**config.mk**
```make
export PLATFORM = sky130hd
export DESIGN_NAME = oam_dma_bus
export DESIGN_NICKNAME = d
export VERILOG_FILES = /design/src/rtl/oam_dma_bus.sv
export SDC_FILE = /design/constraint.sdc
export NUM_CORES = 1
export LEC_CHECK = 0
export CORE_MARGIN = 1.5
export CORE_UTILIZATION = 35
export CTS_CLUSTER_SIZE = 12
export DETAILED_ROUTE_END_ITERATION = 6
export PLACE_DENSITY = 0.7
export SLEW_MARGIN = 20
export SYNTH_ARGS = -nofsm -noshare
export SYNTH_HDL_FRONTEND = slang
export SYNTH_SLANG_ARGS = --single-unit
```
**constraint.sdc**
```tcl
create_clock -name clk -period 2.71 [get_ports clk]
set_clock_uncertainty 0.15 [all_clocks]
set_input_delay 0.542 -clock clk [delete_from_list [all_inputs] [get_ports clk]]
set_output_delay 0.542 -clock clk [all_outputs]
set_load 0.02 [all_outputs]
```
**src/rtl/oam_dma_bus.sv**
```systemverilog
// OAM DMA engine and CPU/memory bus arbiter: forwards CPU accesses, owns the DMA register and copies DMA_LEN bytes to OAM.
// Optional macro OAM_DMA_BUS_CONFLICT_EN: blocked CPU reads during a DMA copy return the byte DMA is fetching.
module oam_dma_bus #(
  parameter int          DMA_LEN      = 160,
  parameter logic [15:0] DMA_REG_ADDR = 16'hFF46,
  parameter int          START_DELAY  = 1
) (
  input  logic        clk,
  input  logic        reset,
  input  logic [15:0] cpu_addr,
  input  logic        cpu_enable,
  input  logic        cpu_write,
  input  logic [7:0]  cpu_wdata,
  output logic [7:0]  cpu_rdata,
  output logic [15:0] bus_addr,
  output logic        bus_enable,
  output logic        bus_write,
  output logic [7:0]  bus_wdata,
  input  logic [7:0]  bus_rdata,
  output logic [7:0]  oam_addr,
  output logic        oam_write,
  output logic [7:0]  oam_wdata,
  output logic        dma_active,
  output logic [1:0]  dbg_state
);

  typedef enum logic [1:0] {
    S_IDLE   = 2'd0,
    S_START  = 2'd1,
    S_ACTIVE = 2'd2
  } state_t;

  localparam logic [7:0] LAST_IDX  = 8'(DMA_LEN - 1);
  localparam logic [7:0] START_CNT = 8'(START_DELAY);

  state_t      r_state;
  state_t      w_next_state;
  logic [1:0]  r_tcyc;
  logic [7:0]  r_src;
  logic [7:0]  r_src_raw;
  logic [7:0]  r_idx;
  logic [7:0]  w_next_idx;
  logic [7:0]  r_cnt;
  logic [7:0]  w_next_cnt;
  logic        r_oam_write;
  logic [7:0]  r_oam_addr;
  logic [7:0]  r_oam_wdata;
  logic        w_t3;
  logic        w_reg_hit;
  logic        w_reg_wr;
  logic        w_high;

  assign w_t3      = (r_tcyc == 2'd3);
  assign w_reg_hit = cpu_enable && (cpu_addr == DMA_REG_ADDR);
  assign w_reg_wr  = w_reg_hit && cpu_write;
  assign w_high    = (cpu_addr >= 16'hFF00);

  // A register write on a t3 edge wins over every other transition.
  always_comb begin
    w_next_state = r_state;
    w_next_cnt   = r_cnt;
    w_next_idx   = r_idx;
    if (w_t3) begin
      if (w_reg_wr) begin
        w_next_state = S_START;
        w_next_cnt   = START_CNT;
      end else begin
        case (r_state)
          S_START: begin
            if (r_cnt <= 8'd1) begin
              w_next_state = S_ACTIVE;
              w_next_cnt   = 8'd0;
              w_next_idx   = 8'd0;
            end else begin
              w_next_cnt = r_cnt - 8'd1;
            end
          end
          S_ACTIVE: begin
            if (r_idx == LAST_IDX) begin
              w_next_state = S_IDLE;
              w_next_idx   = 8'd0;
            end else begin
              w_next_idx = r_idx + 8'd1;
            end
          end
          default: ;
        endcase
      end
    end
  end

  always_ff @(posedge clk) begin
    if (reset) begin
      r_state     <= S_IDLE;
      r_tcyc      <= 2'd0;
      r_src       <= 8'h00;
      r_src_raw   <= 8'h00;
      r_idx       <= 8'd0;
      r_cnt       <= 8'd0;
      r_oam_write <= 1'b0;
      r_oam_addr  <= 8'd0;
      r_oam_wdata <= 8'd0;
    end else begin
      r_tcyc      <= r_tcyc + 2'd1;
      r_state     <= w_next_state;
      r_cnt       <= w_next_cnt;
      r_idx       <= w_next_idx;
      // The in-flight byte is always written, even when a restart lands on this edge.
      r_oam_write <= w_t3 && (r_state == S_ACTIVE);
      if (w_t3 && (r_state == S_ACTIVE)) begin
        r_oam_addr  <= r_idx;
        r_oam_wdata <= bus_rdata;
      end
      if (w_t3 && w_reg_wr) begin
        r_src_raw <= cpu_wdata;
        r_src     <= (cpu_wdata >= 8'hE0) ? (cpu_wdata & 8'hDF) : cpu_wdata;
      end
    end
  end

  always_comb begin
    bus_addr   = cpu_addr;
    bus_enable = 1'b0;
    bus_write  = 1'b0;
    bus_wdata  = cpu_wdata;
    cpu_rdata  = 8'hFF;
    if (r_state == S_ACTIVE) begin
      bus_addr   = {r_src, r_idx};
      bus_enable = 1'b1;
      bus_wdata  = 8'h00;
      if (cpu_enable && !cpu_write) begin
        if (w_reg_hit) begin
          cpu_rdata = r_src_raw;
        end
`ifdef OAM_DMA_BUS_CONFLICT_EN
        else if (!w_high) begin
          cpu_rdata = bus_rdata;
        end
`endif
      end
    end else if (cpu_enable) begin
      if (w_reg_hit) begin
        if (!cpu_write) cpu_rdata = r_src_raw;
      end else if ((r_state == S_IDLE) || w_high) begin
        bus_enable = 1'b1;
        bus_write  = cpu_write;
        cpu_rdata  = bus_rdata;
      end
    end
  end

  assign oam_write  = r_oam_write;
  assign oam_addr   = r_oam_addr;
  assign oam_wdata  = r_oam_wdata;
  assign dma_active = (r_state != S_IDLE);
  assign dbg_state  = r_state;

endmodule

```
## After elaboration in Yosys (flattened, before gate mapping)

Cells that the tools add are included.

| storage, ports and cells | value |
|---|---|
| register bits | 53 |
| input port bits | 36 |
| output and inout port bits | 54 |
| word-level logic and storage cells | 67 |

| operators by class | value |
|---|---|
| $add $sub $neg | 3 |
| $lt $le $gt $ge | 3 |
| equality and inequality tests | 8 |
| multiplexer cells | 28 |
| bitwise gates (word level) | 1 |
| reduce and logical (&&, ||, !) cells | 15 |

Operators with widths:

| operator | number |
|---|---|
| 8-bit 2-to-1 mux | 13 |
| 16-bit == test, second input constant | 1 |
| 16-bit greater-or-equal comparator, second input constant | 1 |
| 16-bit 2-to-1 mux | 1 |
| 8-bit case mux with 2 select lines | 1 |
| 8-bit by 1-bit adder with 8-bit output, second input constant | 1 |
| 8-bit == test, second input constant | 1 |
| 8-bit greater-or-equal comparator, second input constant | 1 |
| 8-bit by 1-bit less-or-equal comparator with 1-bit output, second input constant | 1 |
| 1-bit 2-to-1 mux | 8 |
| 4-bit AND reduction | 2 |
| 8-bit by 1-bit subtractor with 8-bit output, second input constant | 1 |
| 2-bit 2-to-1 mux | 3 |
| 6-bit 2-to-1 mux | 1 |
| 3-bit != test, second input constant | 2 |
| 2-bit nonzero test | 3 |
| 1-bit logical AND | 5 |
| 2-bit == test, second input constant | 2 |
| 2-bit case mux with 2 select lines | 1 |
| 3-bit nonzero test | 1 |
| 2-bit by 1-bit adder with 2-bit output, second input constant | 1 |
| 2-bit by 1-bit == test with 1-bit output, second input constant | 1 |
| 2-bit zero test | 1 |
| 2-bit != test, second input constant | 1 |
| 4 further kinds | 4 |

## Depth between registers and ports, before layout

Gate-level depths: netlist (run 1).

| depth | value |
|---|---|
| depth in word-level cells | 6 |
| mapped depth | 7 |
| gate-level depth less buffers | 7 |

## Least setup slack after synthesis (run 1)

No wires, ideal clock.

| timing path | value |
|---|---|
| kind | register to output |
| start | register r_state[1] (netlist: dbg_state[1]) |
| end | output bus_addr[10] |
| arrival | 1,820 ps |
| data required time | 2,018 ps |
| slack | 198 ps |
| cell stages (with the launch flop) | 5 |
| buffers on the path | 2 |
| cells stage by stage | dfxtp_1 -> ha_1 -> buf_1 -> buf_1 -> mux2_2 |

| between the ends | value |
|---|---|
| cells in the longest elaborated chain, start to end | 2 |

Ends and longest elaborated chain:

| what | RTL line | RTL |
|---|---|---|
| from (decl) | 36 | `state_t r_state;` |
| from (signal assigned) | 105 | `r_state <= w_next_state;` |
| 2-bit == test | 127 | `if (r_state == S_ACTIVE) begin` |
| 16-bit 2-to-1 mux | 127 |  |
| to (decl) | 15 | `output logic [15:0] bus_addr,` |

No other way between the ends.

## Worst setup path in the final report (run 1)

| timing path | value |
|---|---|
| start | input cpu_addr[14] |
| end | output cpu_rdata[3] |

| between the ends | value |
|---|---|
| cells in the longest elaborated chain, start to end | 6 |
| elaborated cells on any way between the ends | 10 |
| classes of those cells | order compare: 1; eq/ne: 1; mux: 6; reduce/logical: 2 |

Ends and longest elaborated chain:

| what | RTL line | RTL |
|---|---|---|
| from (decl) | 10 | `input logic [15:0] cpu_addr,` |
| 16-bit greater-or-equal comparator | 56 | `assign w_high = (cpu_addr >= 16'hFF00);` |
| 1-bit logical OR | 144 | `end else if ((r_state == S_IDLE) \|\| w_high) begin` |
| 8-bit 2-to-1 mux | 144 |  |
| 8-bit 2-to-1 mux | 142 | `if (w_reg_hit) begin` |
| 8-bit 2-to-1 mux | 141 | `end else if (cpu_enable) begin` |
| 8-bit 2-to-1 mux * | 127 |  |
| to (decl) | 14 | `output logic [7:0] cpu_rdata,` |

Mark *: on every way between the ends. The rest lies on a longest branch, timed or not.

==> results of run 1 <==
## critical path, stage by stage
cell and delay (ns):
clkdlybuf4s15_1 0.18, nand4_1 0.23, or2_4 0.36, o211ai_4 0.30, o32a_1 0.24, buf_6 0.12
## per-layer routing
metal  vias up  global-route usage  share of wire
li1       1341                   -              -
met1      1305               0.274           0.46
met2        91               0.347           0.48
met3        13              0.0405          0.048
met4         0              0.0563          0.014
met5         -                   0              0
## sequential cells by signal, summed over array words and instances (netlist names)
register / flops
r_tcyc: 2
r_src: 8
oam_wdata: 8
r_src_raw: 1
oam_write: 1
r_cnt: 8
r_idx: 8
dbg_state: 2
oam_addr: 8
## area by class of cell
cell class,count,area (sq um),area share
flip-flops and latches,46,921,0.236
inverters,13,48.8,0.0125
clock inverters,1,30.0,0.00771
well taps,96,120,0.0308
repair buffers,117,1070,0.276
clock buffers,6,82.6,0.0212
multi-input cells,236,1620,0.415
## cell usage in the layout, fill, tap and decap left out, types with 5 or more instances in the layout
cell,n
buf_4,28
inv_1,12
dlygate4sd2_1,24
clkdlybuf4s50_1,48
buf_6,5
nor2b_1,9
nand3_1,16
dfxtp_1,46
or3_1,5
clkbuf_8,6
a21oi_1,43
nand2_1,54
nor2_1,12
mux2_2,16
ha_1,6
nand4_1,8
o21ai_0,5
o31ai_1,6
or4_1,5
o22ai_2,5
## cells by family (layout without fill, tap and decap cells)
| kind of cell | Yosys count | in the layout |
|---|---|---|
| multiplexers | 16 | 16 |
| AO/OA/AOI/OAI | 79 | 80 |
| adder cells (fa/ha/maj) | 7 | 7 |
| buffers and inverters | 30 | 137 |
| flip-flops | 46 | 46 |
| XOR/XNOR | 1 | 1 |
| AND/OR/NAND/NOR | 132 | 132 |
## final timing paths
kind	to	slack [ns]	cells past startpoint
min reg2reg	r_tcyc[0]	0.28	1
max reg2reg	dbg_state[1]	0.61	6
min	r_tcyc[0]	0.28	1
max	cpu_rdata[3]	0.04	6
## power by group
| part | switching [mW] | leakage, nW | internal (mW) |
|---|---|---|---|
| Sequential | 0.000931 | 0.371 | 0.678 |
| Clock | 0.229 | 0.0573 | 0.295 |
| Combinational | 0.105 | 0.980 | 0.104 |
| Total | 0.335 | 1.41 | 1.08 |
## per-stage QoR
stage          hold WS (ns)  power [mW]  instance area (sq um)  cells  TNS, ns
2_1_floorplan         0.249       0.780                   2510    311        0
6_report              0.280        1.41                   3890    515        0
3_3_place_gp          0.257       0.908                   3640    504    -6.33
5_1_grt               0.296        1.46                   3890    515  -0.0106
4_1_cts               0.287        1.42                   3830    515        0
3_5_place_dp          0.275       0.909                   3640    504    -6.76
## what timing repair did
action	4_1_cts	5_1_grt
pin swaps	14	8
buffers inserted	3	0
resized for setup	97	18
setup endpoints to repair	26	10
gates cloned	1	0
==> flow_summary.json, run 1 <==
{
  "run_status": "finished clean",
  "ir_drop_mv": 0.185,
  "postRouteAntennaNets": 0,
  "timing.critical_path.fanout_max": 5,
  "final_report_hold_violation_count": 0,
  "max_cap_viol_count": 0,
  "drive_above_1_share": 0.215,
  "postSynthCellCount": 311,
  "yosysSeqAreaShare": 0.367,
  "synth_seq_cells": 46,
  "via_count_of_the_first_global_routing_pass": 2502,
  "layout_filler_cell_count": 641,
  "worst_slack_ns": 0.0418,
  "tritoncts.num_buffers": 5,
  "fp.dieArea_sq_um": 7690,
  "syn_to_final_growth_pct": 55.2,
  "syn_nets": 354,
  "synth.avg_cell_area_sq_um": 8.07,
  "hold_path_startpoint": "r_tcyc[0]",
  "period_share": 0.985,
  "pin_count_of_the_biggest_net_entering_global_routing": 24,
  "shortest_period_the_worst_path_allows_ns": 2.67,
  "commonest_cells_in_the_netlist": "nand2_1 (55), dfxtp_1 (46), a21oi_1 (43), nand3_1 (18), mux2_2 (16)",
  "initial_core_util": 0.365,
  "die_w_um": 87.7,
  "leakagePower_nw": 1.41,
  "maxClockFrequency_ghz": 0.375,
  "post_synthesis_share_of_cell_area_spent_on_and_or_nand_and_nor_gates": 0.275,
  "drt_pre_antenna_iters": 4,
  "critPathLaunchType": "primary input",
  "portBuffers": 89,
  "post-place-ws_ns": -0.745,
  "number_of_buffers_inserted_by_hold_repair_at_cts": 0,
  "synth_top_area_cell": "dfxtp_1",
  "endpoint_kind": "primary output",
  "worst_slew_margin_rel": 0.625,
  "remaining_drc_errors": 0,
  "cp_data_required_time_ns": 2.02,
  "final_wirelength_um": 8010,
  "setup_viol_count_final": 0,
  "place_hpwl_um": 5900,
  "ctsRootBufferMaster": "clkbuf_8",
  "htree_levels": 2,
  "worst-endpoint-arrival_ns": 1.98,
  "yosys_warnings": 0,
  "cts_tree": "done",
  "clkLatencyLatePin_ns": 0.30,
  "synth.mux.area_fraction": 0.0718,
  "vias_per_cell": 5.34,
  "antenna_found_initial": 0,
  "post-synth-top-count-cell": "nand2_1",
  "main_combinational_cell_family_by_area_after_synthesis": "simple AND/OR/NAND/NOR gates",
  "routed_vias": 2750,
  "top_cells_by_area_in_the_synthesized_netlist": "dfxtp_1 (37%), a21oi_1 (8.6%), nand2_1 (8.2%)",
  "grt_first_pass_wirelength_um": 12500,
  "report.final.slew_viol_count": 0,
  "dr.first_iter.drc_count": 133,
  "cts.reportedPaths.clkPinSlew_ns": 0.08,
  "timing.setup.critical_path_class": "primary input to primary output",
  "floorplan.rows": 30,
  "tritoncts_num_sinks": 46,
  "worstReg2RegStart": "r_idx[0]",
  "synthAdderAreaFrac": 0.0349,
  "core_region_area_sq_um": 6870,
  "floorplan.io_pins": 90,
  "cts.path.max_buffers": 2,
  "grt_usage": 0.208,
  "synth_compound_gate_area_share": 0.197,
  "floorplan.die.height_um": 87.7,
  "overflow": 0,
  "finish.net_count": 462,
  "asyncSetResetFlopFracSynth": 0,
  "post-synth-top-area-fraction": 0.367,
  "route.detailed.wl_per_inst_um": 15.6,
  "worst_margin_pin_slew_ns": 0.561,
  "synth.lib_cells_used.distinct": 50,
  "post_synth_edffs": 0,
  "postLayoutCoreUtil": 0.567,
  "startpoint": "cpu_addr[14]",
  "synth_area_sq_um": 2510,
  "power.density_nw_per_um2": 363,
  "antenna_cells_inserted": 0,
  "synthXorXnorAreaFrac": 0.00349,
  "weighted_congestion_reported_at_the_end_of_routability_driven_placement": 0.823,
  "worst_hold_path_type": "flip-flop to flip-flop",
  "ys_dominant_reg_cell": "dfxtp_1"
}
No activity file was read; power rests on OpenSTA's default activity.
==> inputs of run 2 (changes only) <==
- CORE_UTILIZATION: 35 -> 45
- PLACE_DENSITY: 0.7 -> 0.9
- TNS_END_PERCENT: unset -> 30
==> run 2 against run 1 <==
  * Combinational power is 5% higher
  * First-iteration DRC count grew to 3.2 times the previous value
  * Die area is 21% lower
  * Non-clock buffer count is 8 higher
  * Clock power is 20% higher
  * Sequential power hardly changed
  * Sequential share of layout area is 0.32 points lower
  * Worst hold slack better by 0.0078 ns
  * Critical path depth is 2 higher
  * Register-to-register slack worse by 0.12 ns
  * Largest power group unchanged
==> flow_summary.json, run 2 (synthesis gave the netlist of run 1 again) <==
{
  "register_area_sq_um": 921,
  "clkLatencyLatePin_ns": 0.31,
  "critical-path-top-cell-by-count": "buf_6",
  "final_wirelength_um": 9150,
  "vias_per_cell": 6.08,
  "fp.dieArea_sq_um": 6030,
  "weighted_congestion_reported_at_the_end_of_routability_driven_placement": 0.919,
  "rsz0062_at_grt": "yes",
  "report.final.slew_viol_count": 0,
  "timing.setup.critical_path_class": "primary input to primary output",
  "p_int_mw": 1.18,
  "cts.reportedPaths.clkPinSlew_ns": 0.09,
  "dr.first_iter.drc_count": 429,
  "endpoint_kind": "primary output",
  "antenna_cells_inserted": 0,
  "worst-path-buf-inv": 3,
  "cp_data_required_time_ns": 2.02,
  "overflow": 0,
  "core_region_area_sq_um": 5440,
  "grt_first_pass_wirelength_um": 14800,
  "grt_usage": 0.309,
  "die_w_um": 77.7,
  "run_status": "finished clean",
  "critPathLaunchType": "primary input",
  "ir_drop_mv": 0.310,
  "area_of_combinational_cells_with_multiple_inputs_sq_um": 1610,
  "design_power_total_mw": 1.53,
  "htree_levels": 2,
  "route.detailed.wl_per_inst_um": 18.3,
  "final_report_hold_violation_count": 0,
  "critical_path.top_delay_family": "simple AND/OR/NAND/NOR gates",
  "drive_above_1_share": 0.259,
  "max_cap_viol_count": 0,
  "final_cell_count_no_fill": 500,
  "floorplan.rows": 27,
  "maxClockFrequency_ghz": 0.371,
  "worst_slack_ns": 0.0128,
  "crit_path_cell_trace": "buf_6 > nand4_1 > or2_4 > o211ai_4 > buf_6 > o22ai_2 > nand2_2 > buf_6",
  "cts.path.max_buffers": 2,
  "finish.net_count": 470,
  "place_hpwl_um": 5620,
  "drt_pre_antenna_iters": 7,
  "p_sw_uw": 347,
  "worst_slew_margin_rel": 0.630,
  "leakagePower_nw": 1.47,
  "tritoncts_num_sinks": 46,
  "hold-path-cell-count": 1,
  "routed_vias": 3039,
  "totalNegativeSetupSlack_ns": 0,
  "worst_hold_path_type": "flip-flop to flip-flop",
  "initial_core_util": 0.461,
  "share_comb_of_total_power": 0.143,
  "postRouteAntennaNets": 0,
  "timing.hold.worst_endpoint": "r_tcyc[0]",
  "syn_to_final_growth_pct": 57.3,
  "tritoncts.num_buffers": 5,
  "post-place-ws_ns": -0.681,
  "ctsRootBufferMaster": "clkbuf_8",
  "startpoint": "cpu_addr[14]",
  "floorplan.die.height_um": 77.7,
  "postLayoutCoreUtil": 0.726,
  "worst-endpoint-arrival_ns": 2.01,
  "power.density_nw_per_um2": 387,
  "antenna_found_initial": 0,
  "worst_r2r_path_depth": 7,
  "hold_path_startpoint": "r_tcyc[0]",
  "portBuffers": 89,
  "cpPeakStageDelay_ns": 0.38,
  "setup_viol_count_final": 0,
  "cp_slowest_cell": "or2_4",
  "mostFrequentLayoutCell": "nand2_1",
  "number_of_buffers_inserted_by_hold_repair_at_cts": 0,
  "pwr-share-clk": 0.412,
  "power.share.switching": 0.227,
  "period_share": 0.995,
  "total_placed_cells_including_tap_cells": 481,
  "pin_count_of_the_biggest_net_entering_global_routing": 24,
  "worst_margin_pin_slew_ns": 0.553,
  "critical_path.reg2reg.endpoint": "r_idx[0]",
  "seq_power_share": 0.445,
  "timing.critical_path.fanout_max": 4,
  "shortest_period_the_worst_path_allows_ns": 2.70,
  "cts_tree": "done",
  "r2r_setup_slack_ns": 0.49,
  "floorplan.io_pins": 90,
  "most-common-layout-cells": "nand2_1 (51), dfxtp_1 (46), clkdlybuf4s50_1 (46)",
  "layout_filler_cell_count": 390,
  "via_count_of_the_first_global_routing_pass": 2919,
  "remaining_drc_errors": 0,
  "worstReg2RegStart": "r_cnt[0]"
}
## run 2: cell count changes in the layout (fill, tap and decap cells not counted), sizes merged
cell,delta
buf,+11
clkdlybuf4s15,-2
dlygate4sd2,-7
clkbuf,+8
bufinv,+1
clkdlybuf4s50,-2
## run 2: how the worst max path moves through the flow
stage                     slack (ns)            to  depth (start not counted)
after CTS                    -0.0009  cpu_rdata[2]                          7
after global placement         -0.64  cpu_rdata[3]                          6
final                           0.01  cpu_rdata[0]                          8
after floorplan                 0.20  bus_addr[10]                          4
after detailed placement       -0.68  cpu_rdata[3]                          6
after global routing          -0.006  cpu_rdata[5]                          8
## run 2: layout make-up
| class | count | share of cell area |
|---|---|---|
| tap | 72 | 0.0228 |
| multi-input combinational | 236 | 0.407 |
| clock buffer | 6 | 0.0209 |
| sequential | 46 | 0.233 |
| timing repair buffer | 125 | 0.289 |
| inverter | 13 | 0.0124 |
| clock inverter | 2 | 0.0152 |
## run 2: power groups by stage
stage,clock network [mW],registers [mW],logic (mW)
after global routing,0.663,0.679,0.229
after global placement,0,0.695,0.213
after CTS,0.629,0.679,0.206
final,0.629,0.679,0.219
after detailed placement,0,0.695,0.215
after floorplan,0,0.695,0.0856
## run 2: through the flow
stage	area [sq um]	hold slack, ns
after CTS	3890	0.285
final	3950	0.288
after global routing	3950	0.298
after floorplan	2510	0.249
after detailed placement	3610	0.273
after global placement	3610	0.256
## run 2: worst register-to-register path: stages, from the launching register on
cell and delay [ns]:
dfxtp_1 0.42, inv_1 0.07, ha_1 0.22, or2_0 0.26, a31o_4 0.28, and3_1 0.26, a31o_2 0.33, a21oi_1 0.16
## run 2: what timing repair did
| action | CTS | global route |
|---|---|---|
| setup endpoints to repair | 26 | 12 |
| gates cloned | 1 | 0 |
| resized for setup | 105 | 46 |
| pin swaps | 13 | 13 |
| buffers inserted | 10 | 2 |
## run 2: metal layers
| metal | track usage | part of all wire |
|---|---|---|
| met5 | 0 | 0 |
| met4 | 0.193 | 0.064 |
| met3 | 0.0612 | 0.088 |
| met2 | 0.490 | 0.47 |
| met1 | 0.380 | 0.37 |
==> inputs of run 3 (changes only) <==
- SKIP_CTS_REPAIR_TIMING: unset -> 1
==> run 3 against run 2 <==
  * The run now ends with negative setup slack left
  * Via count fell by 3.2%
  * Worst hold slack better by 0.0015 ns
  * Sequential share of layout area is the same
  * Sequential cell count unchanged
  * Register-to-register slack improved by 0.08 ns
  * Critical path type unchanged
  * Critical endpoint is now cpu_rdata[3]
  * Critical path depth fell by 1
==> flow_summary.json, run 3 (synthesis gave the netlist of run 1 again) <==
{
  "worst_slew_margin_rel": 0.634,
  "period_share": 1.00,
  "ir_drop_mv": 0.301,
  "antenna_found_initial": 0,
  "tritoncts.num_buffers": 5,
  "portBuffers": 89,
  "worst-endpoint-arrival_ns": 2.03,
  "vias_per_cell": 5.97,
  "fp.dieArea_sq_um": 6030,
  "final_wirelength_um": 8600,
  "timing.setup.critical_path_class": "primary input to primary output",
  "place_hpwl_um": 5620,
  "power.share.switching": 0.223,
  "finish.net_count": 463,
  "max_cap_viol_count": 0,
  "report.final.slew_viol_count": 0,
  "failed_checks": "negative setup slack",
  "maxClockFrequency_ghz": 0.367,
  "cp_data_required_time_ns": 2.02,
  "finalInstanceArea_sq_um": 3950,
  "cpPeakStageDelay_ns": 0.36,
  "worst_r2r_path_depth": 7,
  "p_sw_uw": 339,
  "grt_first_pass_wirelength_um": 12800,
  "area_of_combinational_cells_with_multiple_inputs_sq_um": 1550,
  "worst_hold_path_type": "flip-flop to flip-flop",
  "endpoint_kind": "primary output",
  "cts.reportedPaths.clkPinSlew_ns": 0.08,
  "placement.cell_area_sq_um": 3610,
  "core_region_area_sq_um": 5440,
  "seq_power_share": 0.446,
  "ctsRootBufferMaster": "clkbuf_8",
  "crit_path_cell_trace": "dlymetal6s2s_1 > nand4_1 > o21ai_2 > o211ai_4 > buf_12 > o32a_1 > buf_6",
  "critPathLaunchType": "primary input",
  "routed_vias": 2943,
  "final_report_hold_violation_count": 0,
  "cts_tree": "done",
  "share_comb_of_total_power": 0.143,
  "shortest_period_the_worst_path_allows_ns": 2.72,
  "die_w_um": 77.7,
  "grt_usage": 0.260,
  "htree_levels": 2,
  "run_status": "complete, but fails checks",
  "floorplan.rows": 27,
  "pin_count_of_the_biggest_net_entering_global_routing": 24,
  "overflow": 0,
  "register_area_sq_um": 921,
  "drive_above_1_share": 0.207,
  "drt_pre_antenna_iters": 6,
  "floorplan.io_pins": 90,
  "via_count_of_the_first_global_routing_pass": 2704,
  "clkLatencyLatePin_ns": 0.31,
  "weighted_congestion_reported_at_the_end_of_routability_driven_placement": 0.919,
  "cp_slowest_cell": "o32a_1",
  "power.density_nw_per_um2": 385,
  "initial_core_util": 0.461,
  "most-common-layout-cells": "nand2_1 (54), dfxtp_1 (46), clkdlybuf4s50_1 (46)",
  "dr.first_iter.drc_count": 377,
  "mostFrequentLayoutCell": "nand2_1",
  "hold-path-cell-count": 1,
  "totalNegativeSetupSlack_ns": -0.0129,
  "worst_margin_pin_slew_ns": 0.547,
  "tritoncts_num_sinks": 46,
  "route.detailed.wl_per_inst_um": 17.4,
  "syn_to_final_growth_pct": 57.3,
  "p_int_mw": 1.18,
  "floorplan.die.height_um": 77.7,
  "postRouteAntennaNets": 0,
  "setup_viol_count_final": 1,
  "layout_filler_cell_count": 386,
  "timing.critical_path.fanout_max": 5,
  "antenna_cells_inserted": 0,
  "worst_slack_ns": -0.0129,
  "remaining_drc_errors": 0,
  "pwr-share-clk": 0.411,
  "cts.path.max_buffers": 2,
  "leakagePower_nw": 1.66
}
[run 3: changes by cell type in the layout (fill, tap and decap cells not counted), sizes merged]
cell,delta
buf,-10
clkbuf,-8
clkdlybuf4s15,-2
dlygate4sd2,-17
dlymetal6s2s,+31
o211ai,-1
[run 3: worst max-delay path, delay by kind of cell]
family          cells  cell delay [ns]
compound gates      3             0.80
buf+inv             3             0.41
simple gates        1             0.27
[run 3: per-layer routing]
metal / global-route usage / vias up / wire, um
met2: 0.437 / 192 / 4220
met3: 0.0459 / 42 / 707
met1: 0.328 / 1378 / 3350
met4: 0.102 / 0 / 325
met5: 0 / - / 0
li1: - / 1331 / -
[run 3: final cells by class]
| class | instances | area share |
|---|---|---|
| clock buffer | 6 | 0.0209 |
| timing repair buffer | 119 | 0.303 |
| clock inverter | 2 | 0.0152 |
| sequential | 46 | 0.233 |
| inverter | 13 | 0.0124 |
| multi-input combinational | 235 | 0.393 |
| tap | 72 | 0.0228 |
[run 3: final timing paths]
path	from	end	slack, ns
max	cpu_addr[8]	cpu_rdata[3]	-0.01
min	r_tcyc[0]	r_tcyc[0]	0.29
max reg2reg	r_cnt[0]	r_idx[3]	0.57
min reg2reg	r_tcyc[0]	r_tcyc[0]	0.29
[run 3: metrics by stage]
step	hold slack, ns	std cells	worst slack (ns)	utilization	total power [mW]
after detailed placement	0.273	481	-0.681	0.663	0.910
final	0.289	493	-0.0129	0.726	1.52
after global routing	0.297	493	-0.0445	0.726	1.57
after CTS	0.285	489	-0.771	0.689	1.53
after global placement	0.256	481	-0.636	0.663	0.908
after floorplan	0.249	311	0.198	-	0.780
[run 3: power by group through the flow]
stage                     clock network, mW  registers, mW  logic (mW)
final                                 0.625          0.679       0.218
after global routing                  0.658          0.679       0.228
after CTS                             0.629          0.679       0.218
after detailed placement                  0          0.695       0.215
after global placement                    0          0.695       0.213
after floorplan                           0          0.695      0.0856
